<file path="config.mk">
export PLATFORM = sky130hd
export DESIGN_NAME = sbox_port_arbiter
export DESIGN_NICKNAME = d
export VERILOG_FILES = /design/src/rtl/sbox_port_arbiter_pkg.sv /design/src/rtl/rr_pick2.sv /design/src/rtl/sbox_port_arbiter.sv
export SDC_FILE = /design/constraint.sdc
export NUM_CORES = 1
export LEC_CHECK = 0
export BUFFER_PORTS_ARGS = -buffer_cell sky130_fd_sc_hd__buf_4
export CAP_MARGIN = 15
export CORE_MARGIN = 2
export CORE_UTILIZATION = 40
export DETAILED_ROUTE_END_ITERATION = 8
export PLACE_DENSITY = 0.71
export SYNTH_ARGS = -nofsm -noshare
export SYNTH_HDL_FRONTEND = slang
export SYNTH_SLANG_ARGS = --single-unit
</file>
<file path="constraint.sdc">
create_clock -name clk -period 4.05 [get_ports clk]
set_input_delay 0.2025 -clock clk [delete_from_list [all_inputs] [get_ports clk]]
set_output_delay 0.2025 -clock clk [all_outputs]
set_load 0.01 [all_outputs]
</file>
<file path="src/rtl/sbox_port_arbiter_pkg.sv">
`default_nettype none
// ============================================================================
// sbox_port_arbiter_pkg : shared widths and tag record for the S-box arbiter
// Rev 1.0
// ============================================================================
package sbox_port_arbiter_pkg;

  localparam int c_aw  = 10;
  localparam int c_dw  = 8;
  localparam int c_lat = 2;
  localparam int c_iw  = 3;  // wide enough to index up to 8 requesters

  typedef logic [c_iw-1:0] idx_t;

  typedef struct packed {
    logic valid;
    idx_t idx;
  } tag_t;

  function automatic idx_t wrap_inc(input idx_t i, input int n);
    return (int'(i) == n - 1) ? '0 : idx_t'(i + 1'b1);
  endfunction

endpackage
`default_nettype wire

</file>
<file path="src/rtl/rr_pick2.sv">
`default_nettype none
// ============================================================================
// rr_pick2 : combinational two-winner round-robin search from a pointer
// Rev 1.0
// ============================================================================
module rr_pick2
  import sbox_port_arbiter_pkg::*;
#(
  parameter int NREQ = 4
) (
  input  logic [NREQ-1:0] valid,
  input  idx_t            ptr,
  output logic            a_vld,
  output idx_t            a_idx,
  output logic            b_vld,
  output idx_t            b_idx
);

  // Two passes: indices at/after the pointer first, then the wrapped part.
  always_comb begin
    a_vld = 1'b0;
    a_idx = '0;
    b_vld = 1'b0;
    b_idx = '0;
    for (int i = 0; i < NREQ; i++) begin
      if (valid[i] && (i >= int'(ptr))) begin
        if (!a_vld) begin
          a_vld = 1'b1;
          a_idx = idx_t'(i);
        end else if (!b_vld) begin
          b_vld = 1'b1;
          b_idx = idx_t'(i);
        end
      end
    end
    for (int i = 0; i < NREQ; i++) begin
      if (valid[i] && (i < int'(ptr))) begin
        if (!a_vld) begin
          a_vld = 1'b1;
          a_idx = idx_t'(i);
        end else if (!b_vld) begin
          b_vld = 1'b1;
          b_idx = idx_t'(i);
        end
      end
    end
  end

endmodule
`default_nettype wire

</file>
<file path="src/rtl/sbox_port_arbiter.sv">
`default_nettype none
// ============================================================================
// sbox_port_arbiter : shares one dual-port S-box BRAM among NREQ requesters
// Rev 1.0
// ============================================================================
module sbox_port_arbiter
  import sbox_port_arbiter_pkg::*;
#(
  parameter int NREQ = 4,
  parameter int LAT  = c_lat,
  parameter int AW   = c_aw
) (
  input  logic                 clk,
  input  logic                 rst,
  input  logic [NREQ-1:0]      req_valid,
  input  logic [NREQ*AW-1:0]   req_addr,
  output logic [NREQ-1:0]      req_ready,
  output logic [NREQ-1:0]      rsp_valid,
  output logic [NREQ*c_dw-1:0] rsp_data,
  output logic [AW-1:0]        bram_addra,
  output logic [AW-1:0]        bram_addrb,
  output logic                 bram_en,
  output logic                 bram_rst,
  input  logic [c_dw-1:0]      bram_doa,
  input  logic [c_dw-1:0]      bram_dob,
  output logic                 busy
);

  idx_t            r_ptr;
  logic            r_bram_rst;
  tag_t            r_tag_a [LAT];
  tag_t            r_tag_b [LAT];

  logic [NREQ-1:0] w_cand;
  logic            w_a_vld;
  idx_t            w_a_idx;
  logic            w_b_vld;
  idx_t            w_b_idx;
  logic [NREQ-1:0] w_a_sel;
  logic [NREQ-1:0] w_b_sel;
  tag_t            w_out_a;
  tag_t            w_out_b;

  // No grants until the BRAM output registers have been cleared once.
  assign w_cand = r_bram_rst ? '0 : req_valid;

  rr_pick2 #(
    .NREQ (NREQ)
  ) u_pick (
    .valid (w_cand),
    .ptr   (r_ptr),
    .a_vld (w_a_vld),
    .a_idx (w_a_idx),
    .b_vld (w_b_vld),
    .b_idx (w_b_idx)
  );

  assign w_out_a = r_tag_a[LAT-1];
  assign w_out_b = r_tag_b[LAT-1];

  generate
    for (genvar gi = 0; gi < NREQ; gi++) begin : g_lane
      logic w_ra_hit;
      logic w_rb_hit;

      assign w_a_sel[gi]  = w_a_vld && (w_a_idx == idx_t'(gi));
      assign w_b_sel[gi]  = w_b_vld && (w_b_idx == idx_t'(gi));
      assign req_ready[gi] = w_a_sel[gi] | w_b_sel[gi];

      assign w_ra_hit = w_out_a.valid && (w_out_a.idx == idx_t'(gi));
      assign w_rb_hit = w_out_b.valid && (w_out_b.idx == idx_t'(gi));
      assign rsp_valid[gi] = w_ra_hit | w_rb_hit;
      assign rsp_data[gi*c_dw +: c_dw] = w_ra_hit ? bram_doa :
                                         (w_rb_hit ? bram_dob : '0);
    end
  endgenerate

  // Selects are one-hot or zero, so an AND-OR mux leaves idle ports at 0.
  always_comb begin
    bram_addra = '0;
    bram_addrb = '0;
    for (int i = 0; i < NREQ; i++) begin
      bram_addra = bram_addra | ({AW{w_a_sel[i]}} & req_addr[i*AW +: AW]);
      bram_addrb = bram_addrb | ({AW{w_b_sel[i]}} & req_addr[i*AW +: AW]);
    end
  end

  always_ff @(posedge clk or negedge rst) begin
    if (!rst) begin
      r_ptr      <= '0;
      r_bram_rst <= 1'b1;
      for (int s = 0; s < LAT; s++) begin
        r_tag_a[s] <= '0;
        r_tag_b[s] <= '0;
      end
    end else begin
      r_bram_rst <= 1'b0;
      if (w_a_vld) begin
        r_ptr <= wrap_inc(w_b_vld ? w_b_idx : w_a_idx, NREQ);
      end
      r_tag_a[0] <= {w_a_vld, w_a_idx};
      r_tag_b[0] <= {w_b_vld, w_b_idx};
      for (int s = 1; s < LAT; s++) begin
        r_tag_a[s] <= r_tag_a[s-1];
        r_tag_b[s] <= r_tag_b[s-1];
      end
    end
  end

  always_comb begin
    busy = 1'b0;
    for (int s = 0; s < LAT; s++) begin
      busy = busy | r_tag_a[s].valid | r_tag_b[s].valid;
    end
  end

  assign bram_en  = rst;
  assign bram_rst = r_bram_rst;

endmodule
`default_nettype wire

</file>
==> reports/metrics.yaml, run 1 <==
cts_sinks: 15
worstPathRequired_ps: 3850
rows: 27
antenna_found_initial: 0
diodes: 0
htreeDepth: 1
dp_cells: 456
synth_compound_area_share_pct: 39.0
tritoncts: "yes"
finalSetupViolations: 0
fin_skew_ps: 5.44
synth.ff_latch_count: 15
drive_gt1_share_pct: 37.8
maxSlewHeadroom_pct: 27.9
io_buffer_count: 124
first_pass_iters: 4
yosys.area_share.simple_pct: 18.5
leakage_nw: 1.67
maxCapViolCount: 0
grt_setup_unrepaired: "false"
path_max_fanout: 23
drc: 0
peakVddDrop_v: 0.000339
ys.flop_type: "dfrtp_1"
floorplan.core_area_sq_mm: 0.00544
numCtsBuffers: 3
drt_wl_total_um: 7480
hold_path_class: "input pin to async pin"
synth_area_sq_mm: 0.00221
place_congestion: 0.907
finalCriticalPeriod_ps: 3740
synth-async-reset-ratio_pct: 100
period_share_pct: 92.3
yosys_warnings: 0
synth_edf_count: 0
grt_pass1_wl_um: 11800
yosysTopAreaCellShare_pct: 15.8
finalNonFillerCells: 461
final_hold_viol_count: 0
ios: 125
synth.avg_cell_area_sq_um: 8.14
clkTransAtPathRegs_ps: 60
root_buffer: "clkbuf_8"
vias: 2698
worstSkewPairLatency_ps: 240
drv_slew: 0
timing.rr.start: "bram_rst"
vias_per_cell: 5.85
run_status: "complete, no violations"
synth_adder_area_share_pct: 2.82
grt_pass1_vias: 2536
start_kind: "flip-flop"
synth_xor_xnor_area_share_pct: 0
r2r-end: "r_ptr[1]"
ant_nets: 0
cp-end-kind: "output port"
rrSetupSlack_ps: 770
fp.dieArea_sq_mm: 0.00615
track_usage_pct: 23.0
power_density_mw_per_mm2: 479
tightest_slew_ps: 1070
nets: 457
tns_ps: 0
synth_nets: 339
synth_cell_types: 53
arrival_ps: 3530
grt_start_max_net_pins: 25
floorplan.initialDensity_pct: 40.7
post-cts-setup-buffers: 0
yosysTopAreaCell: "dfrtp_1"
hpwl_um: 5800
die_w_um: 78.4
synthCells: 272
synthMuxAreaShare_pct: 14.9
drtIter0Drc: 92
grt_overflow_total: 0
worst-setup-path-type: "flip-flop to output port"
ys_seq_area_share_pct: 17.0
avgRoutedWirePerCell_um: 16.2
fillCellCount: 514
area_growth_pct: 45.1
synth_top_family_by_area: "compound AO/OA/AOI/OAI gates"
synth_area_leaders: "dfrtp_1 (16%), mux2i_1 (15%), a22o_1 (13%)"
clockBufferDepth: 2
die_h_um: 78.4
clock.fmax_ghz: 0.268
r2r_cells: 12
[metal layers]
layer	global-route usage [%]	vias up	share of wire, %
met4	5.09	0	0.84
met3	3.68	8	6.7
met2	41.6	104	51
met5	0	-	0
met1	28.6	1289	41
li1	-	1297	-
[how the worst max path moves through the flow]
stage | endpoint | cells past startpoint | start
after detailed placement | bram_addrb[2] | 12 | bram_rst
after CTS | bram_addrb[2] | 12 | bram_rst
after global placement | bram_addrb[2] | 12 | bram_rst
after floorplan | bram_addrb[0] | 14 | bram_rst
after global routing | bram_addrb[5] | 12 | bram_rst
final | bram_addrb[2] | 12 | bram_rst
[cells in the final DEF (no fill, tap or decap), types with 2 or more instances in the layout]
cell type	n
buf_4	130
mux2i_1	33
a22o_1	33
a22oi_1	20
nor2_1	18
nand2_1	15
a21oi_1	15
o22ai_1	15
dfrtp_1	14
o21ai_0	11
inv_1	10
a211oi_1	5
nand2b_1	4
nor3_1	4
ha_1	4
and2_1	3
a21o_1	3
nand3b_1	3
nor4_1	3
clkbuf_8	3
and3_1	2
or3_1	2
nor2b_1	2
a31oi_1	2
o21a_1	2
and3b_1	2
a211o_1	2
nor3b_1	2
o32ai_1	2
[cell usage after synthesis (5+ instances only)]
| cell | number |
|---|---|
| a22o_1 | 33 |
| mux2i_1 | 33 |
| a22oi_1 | 20 |
| nor2_1 | 18 |
| a21oi_1 | 15 |
| nand2_1 | 15 |
| o22ai_1 | 15 |
| dfrtp_1 | 14 |
| o21ai_0 | 11 |
| inv_1 | 10 |
| buf_6 | 6 |
| clkbuf_1 | 6 |
| a211oi_1 | 5 |
| ha_1 | 5 |
[flip-flops by register name, summed over array words and instances, names as in the netlist]
| register | count |
|---|---|
| r_tag_b | 6 |
| r_tag_a | 6 |
| r_ptr | 2 |
| bram_rst | 1 |
[per-stage QoR]
stage | cell area, sq um | hold slack, ps | worst slack (ps) | util (%) | power, W
floorplan | 2210 | -93.1 | 652 | - | 0.000989
global placement | 3150 | 64.0 | 654 | 57.9 | 0.00141
detailed placement | 3150 | 69.6 | 505 | 57.9 | 0.00142
CTS | 3210 | 345 | 227 | 59.0 | 0.00154
global route | 3210 | 358 | 1.36 | 59.1 | 0.00166
finish | 3210 | 353 | 313 | 59.1 | 0.00154
[what timing repair did]
| item | 4_1_cts | 5_1_grt |
|---|---|---|
| hold endpoints to repair | 14 | 0 |
| setup endpoints to repair | 0 | 10 |
| gates resized for setup | 0 | 2 |
| hold buffers | 1 | 0 |
[cell families after synthesis]
| group | count (synthesis) |
|---|---|
| AO/OA/AOI/OAI | 118 |
| adder cells (fa/ha/maj) | 5 |
| buffers and inverters | 28 |
| flip-flops | 15 |
| multiplexers | 33 |
| other | 1 |
| AND/OR/NAND/NOR | 72 |
[critical path, stage by stage (launching register included)]
cell,delay (ps)
dfstp_4,710
nor2_1,70
and3_1,220
inv_1,110
ha_2,280
or3b_1,390
nor4_1,300
a211oi_1,140
a221oi_2,290
buf_4,300
a22oi_1,130
mux2i_1,180
buf_4,150
[power by group]
group / switching [W] / internal, W
Combinational: 0.000611 / 0.000559
Sequential: 0.0000540 / 0.000198
Clock: 0.0000488 / 0.0000679
Total: 0.000714 / 0.000824
[final cells by class]
cell class | count | area, sq um | area share (%)
inverter | 10 | 37.5 | 1.17
clock inverter | 1 | 5.00 | 0.156
tap | 72 | 90.1 | 2.80
clock buffer | 3 | 41.3 | 1.29
multi-input combinational | 229 | 1670 | 52.1
timing repair buffer | 131 | 986 | 30.7
sequential | 15 | 380 | 11.8
Power figures use the tool's default switching activity.
==> inputs of run 2 (changes only) <==
--- a/config.mk
+++ b/config.mk
@@ -7,6 +7,7 @@
 export LEC_CHECK = 0
 export BUFFER_PORTS_ARGS = -buffer_cell sky130_fd_sc_hd__buf_4
 export CAP_MARGIN = 15
+export CORE_ASPECT_RATIO = 0.5
 export CORE_MARGIN = 2
 export CORE_UTILIZATION = 40
 export DETAILED_ROUTE_END_ITERATION = 8
==> run 2 against run 1 <==
Net effect:
- worst hold slack lost 5.9 ps
- power hardly changed
- cell count grew 0.22%
- utilization increased by 0.23 points
- worst setup slack lost 53 ps
- combinational power is essentially flat
- clock power barely moved
- first-iteration DRC count grew to 4.2 times the previous value
- critical path depth up 1
- sequential power barely moved
- global-route usage hardly changed
- cell area is essentially flat
- critical path type unchanged
- highest routed layer unchanged
==> reports/metrics.yaml, run 2 (same netlist as run 1, synthesis figures left out) <==
final_cell_area_sq_mm: 0.00321  # about the same
worstPathRequired_ps: 3850  # about the same
post-cts-setup-buffers: 0  # unchanged
maxSlewHeadroom_pct: 34.3  # +6.4 points
area_growth_pct: 45.1  # about the same
place_congestion: 0.913  # +0.63%
vias_per_cell: 5.96  # +1.9%
switching_share_pct: 46.4  # about the same
die_w_um: 109  # +39%
reg.largest.list: "r_tag_a (6), r_tag_b (6), r_ptr (2)"
tightest_slew_ps: 978  # -95.3 ps
rows: 19  # -30%
root_buffer: "clkbuf_8"
track_usage_pct: 23.0  # +0.029 points
drc: 0  # unchanged
tns_ps: 0  # unchanged
path_max_fanout: 20  # -13%
grt_start_max_net_pins: 24  # -4.0%
hold_path_class: "flip-flop to flip-flop"
htreeDepth: 1  # unchanged
fillCellCount: 518  # +0.78%
grt_setup_unrepaired: "false"
vias: 2754  # +2.1%
period_share_pct: 93.6  # +1.3 points
power_density_mw_per_mm2: 479  # about the same
fin_skew_ps: 0.920  # -4.52 ps
mostFrequentLayoutCells: "buf_4 (130), mux2i_1 (33), a22o_1 (33), a22oi_1 (20), nor2_1 (18)"
die_h_um: 56.6  # -28%
pwr-share-clk_pct: 7.5  # about the same
arrival_ps: 3590  # +60 ps
worst-setup-path-type: "flip-flop to output port"
crit_top_cell: "buf_4"
clockBufferDepth: 2  # unchanged
clkTransAtPathRegs_ps: 60  # about the same
placed_area_sq_mm: 0.00315  # about the same
nets: 457  # unchanged
hpwl_um: 5800  # about the same
finalCriticalPeriod_ps: 3790  # +53.4 ps
combPwrFrac_pct: 76.3  # +0.2 points
diodes: 0  # unchanged
avgRoutedWirePerCell_um: 16.2  # about the same
drive_gt1_share_pct: 37.8  # unchanged
maxCapViolCount: 0  # unchanged
start_kind: "flip-flop"
grt_overflow_total: 0  # unchanged
antenna_found_initial: 0  # unchanged
ios: 125  # unchanged
floorplan.initialDensity_pct: 40.9  # +0.14 points
drtIter0Drc: 384  # +320%
drt_wl_total_um: 7490  # +0.23%
tritoncts: "yes"
leakage_nw: 1.67  # unchanged
fp.dieArea_sq_mm: 0.00618  # +0.58%
peakVddDrop_v: 0.000264  # -22%
finalNonFillerCells: 462  # +0.22%
worstSkewPairLatency_ps: 240  # about the same
cts_sinks: 15  # unchanged
first_pass_iters: 5  # +1
drv_slew: 0  # unchanged
cpPeakStageDelay_ps: 710  # about the same
p_switching_w: 0.000713  # about the same
floorplan.core_area_sq_mm: 0.00542  # -0.35%
hold_ws_ps: 347  # -5.91 ps
finalSetupViolations: 0  # unchanged
run_status: "complete, no violations"
io_buffer_count: 124  # unchanged
intPower_w: 0.000825  # about the same
crit_chain: "nor2_1 -> and3_1 -> inv_1 -> ha_2 -> nor2b_1 -> and2_1 -> o21ai_0 -> a21o_1 -> a21oi_1 -> a211o_1 -> buf_4 -> mux2i_1 -> buf_4"
numCtsBuffers: 3  # unchanged
power_frac_seq_pct: 16.2  # -0.2 points
cp_slowest_cell: "dfstp_4"
grt_pass1_vias: 2499  # -1.5%
ant_nets: 0  # unchanged
clock.fmax_ghz: 0.264  # -1.4%
cp-end-kind: "output port"
final_common_cell: "buf_4"
dp_cells: 457  # +0.22%
grt_pass1_wl_um: 11800  # -0.35%
final_hold_viol_count: 0  # unchanged
==> run 2: power by group through the flow <==
stage	clock network (W)	registers, W	logic, W
after floorplan	0	0.000228	0.000761
after global placement	0	0.000247	0.00115
after detailed placement	0	0.000250	0.00116
after CTS	0.000118	0.000247	0.00117
after global routing	0.000123	0.000262	0.00127
final	0.000115	0.000249	0.00117
==> run 2: final timing paths <==
| kind | startpoint | slack (ps) | depth (start not counted) | endpoint |
|---|---|---|---|---|
| setup / recovery | bram_rst | 260 | 13 | bram_addrb[5] |
| hold / removal | r_tag_a[5] | 350 | 0 | r_tag_a[1] |
| min in group asynchronous | rst | 370 | 2 | r_tag_a[0] |
| hold reg to reg | r_tag_a[5] | 350 | 0 | r_tag_a[1] |
| max in group asynchronous | rst | 3440 | 2 | bram_rst |
| setup reg to reg | bram_rst | 710 | 12 | r_ptr[1] |
==> run 2: layout make-up <==
cell class	instances	area [sq um]	share of cell area, %
Inverter	10	37.5	1.17
Clock buffer	3	41.3	1.28
Timing Repair Buffer	131	986	30.7
Sequential cell	15	380	11.8
Clock inverter	1	5.00	0.156
Tap cell	73	91.3	2.84
Multi-Input combinational cell	229	1670	52.0
==> run 2: per-stage QoR <==
| stage | utilization (%) | power (W) | worst slack [ps] |
|---|---|---|---|
| 4_1_cts | 59.2 | 0.00153 | 202 |
| 6_report | 59.3 | 0.00154 | 260 |
| 3_5_place_dp | 58.1 | 0.00141 | 494 |
| 3_3_place_gp | 58.1 | 0.00140 | 620 |
| 5_1_grt | 59.3 | 0.00166 | 14.4 |
| 2_1_floorplan | - | 0.000989 | 652 |
==> run 2: per-layer routing <==
metal / vias to the layer above / routed length [um] / global-route usage, %
met5: - / 0 / 0
met4: 0 / 47 / 4.16
met2: 142 / 3520 / 41.0
met3: 6 / 668 / 3.37
met1: 1297 / 3250 / 29.9
li1: 1309 / - / -
==> run 2: critical path, delay by kind of cell (launching register included) <==
kind            cells  cell delay [ps]
compound gates      4              830
simple gates        4              750
flops               1              710
buf+inv             3              510
fa+ha+maj           1              300
mux                 1              240
==> run 2: repair_timing <==
item / in CTS / in global routing
hold buffers: 1 / 0
setup endpoints to repair: 0 / 14
resized for setup: 0 / 2
endpoints found under the hold margin: 14 / 0
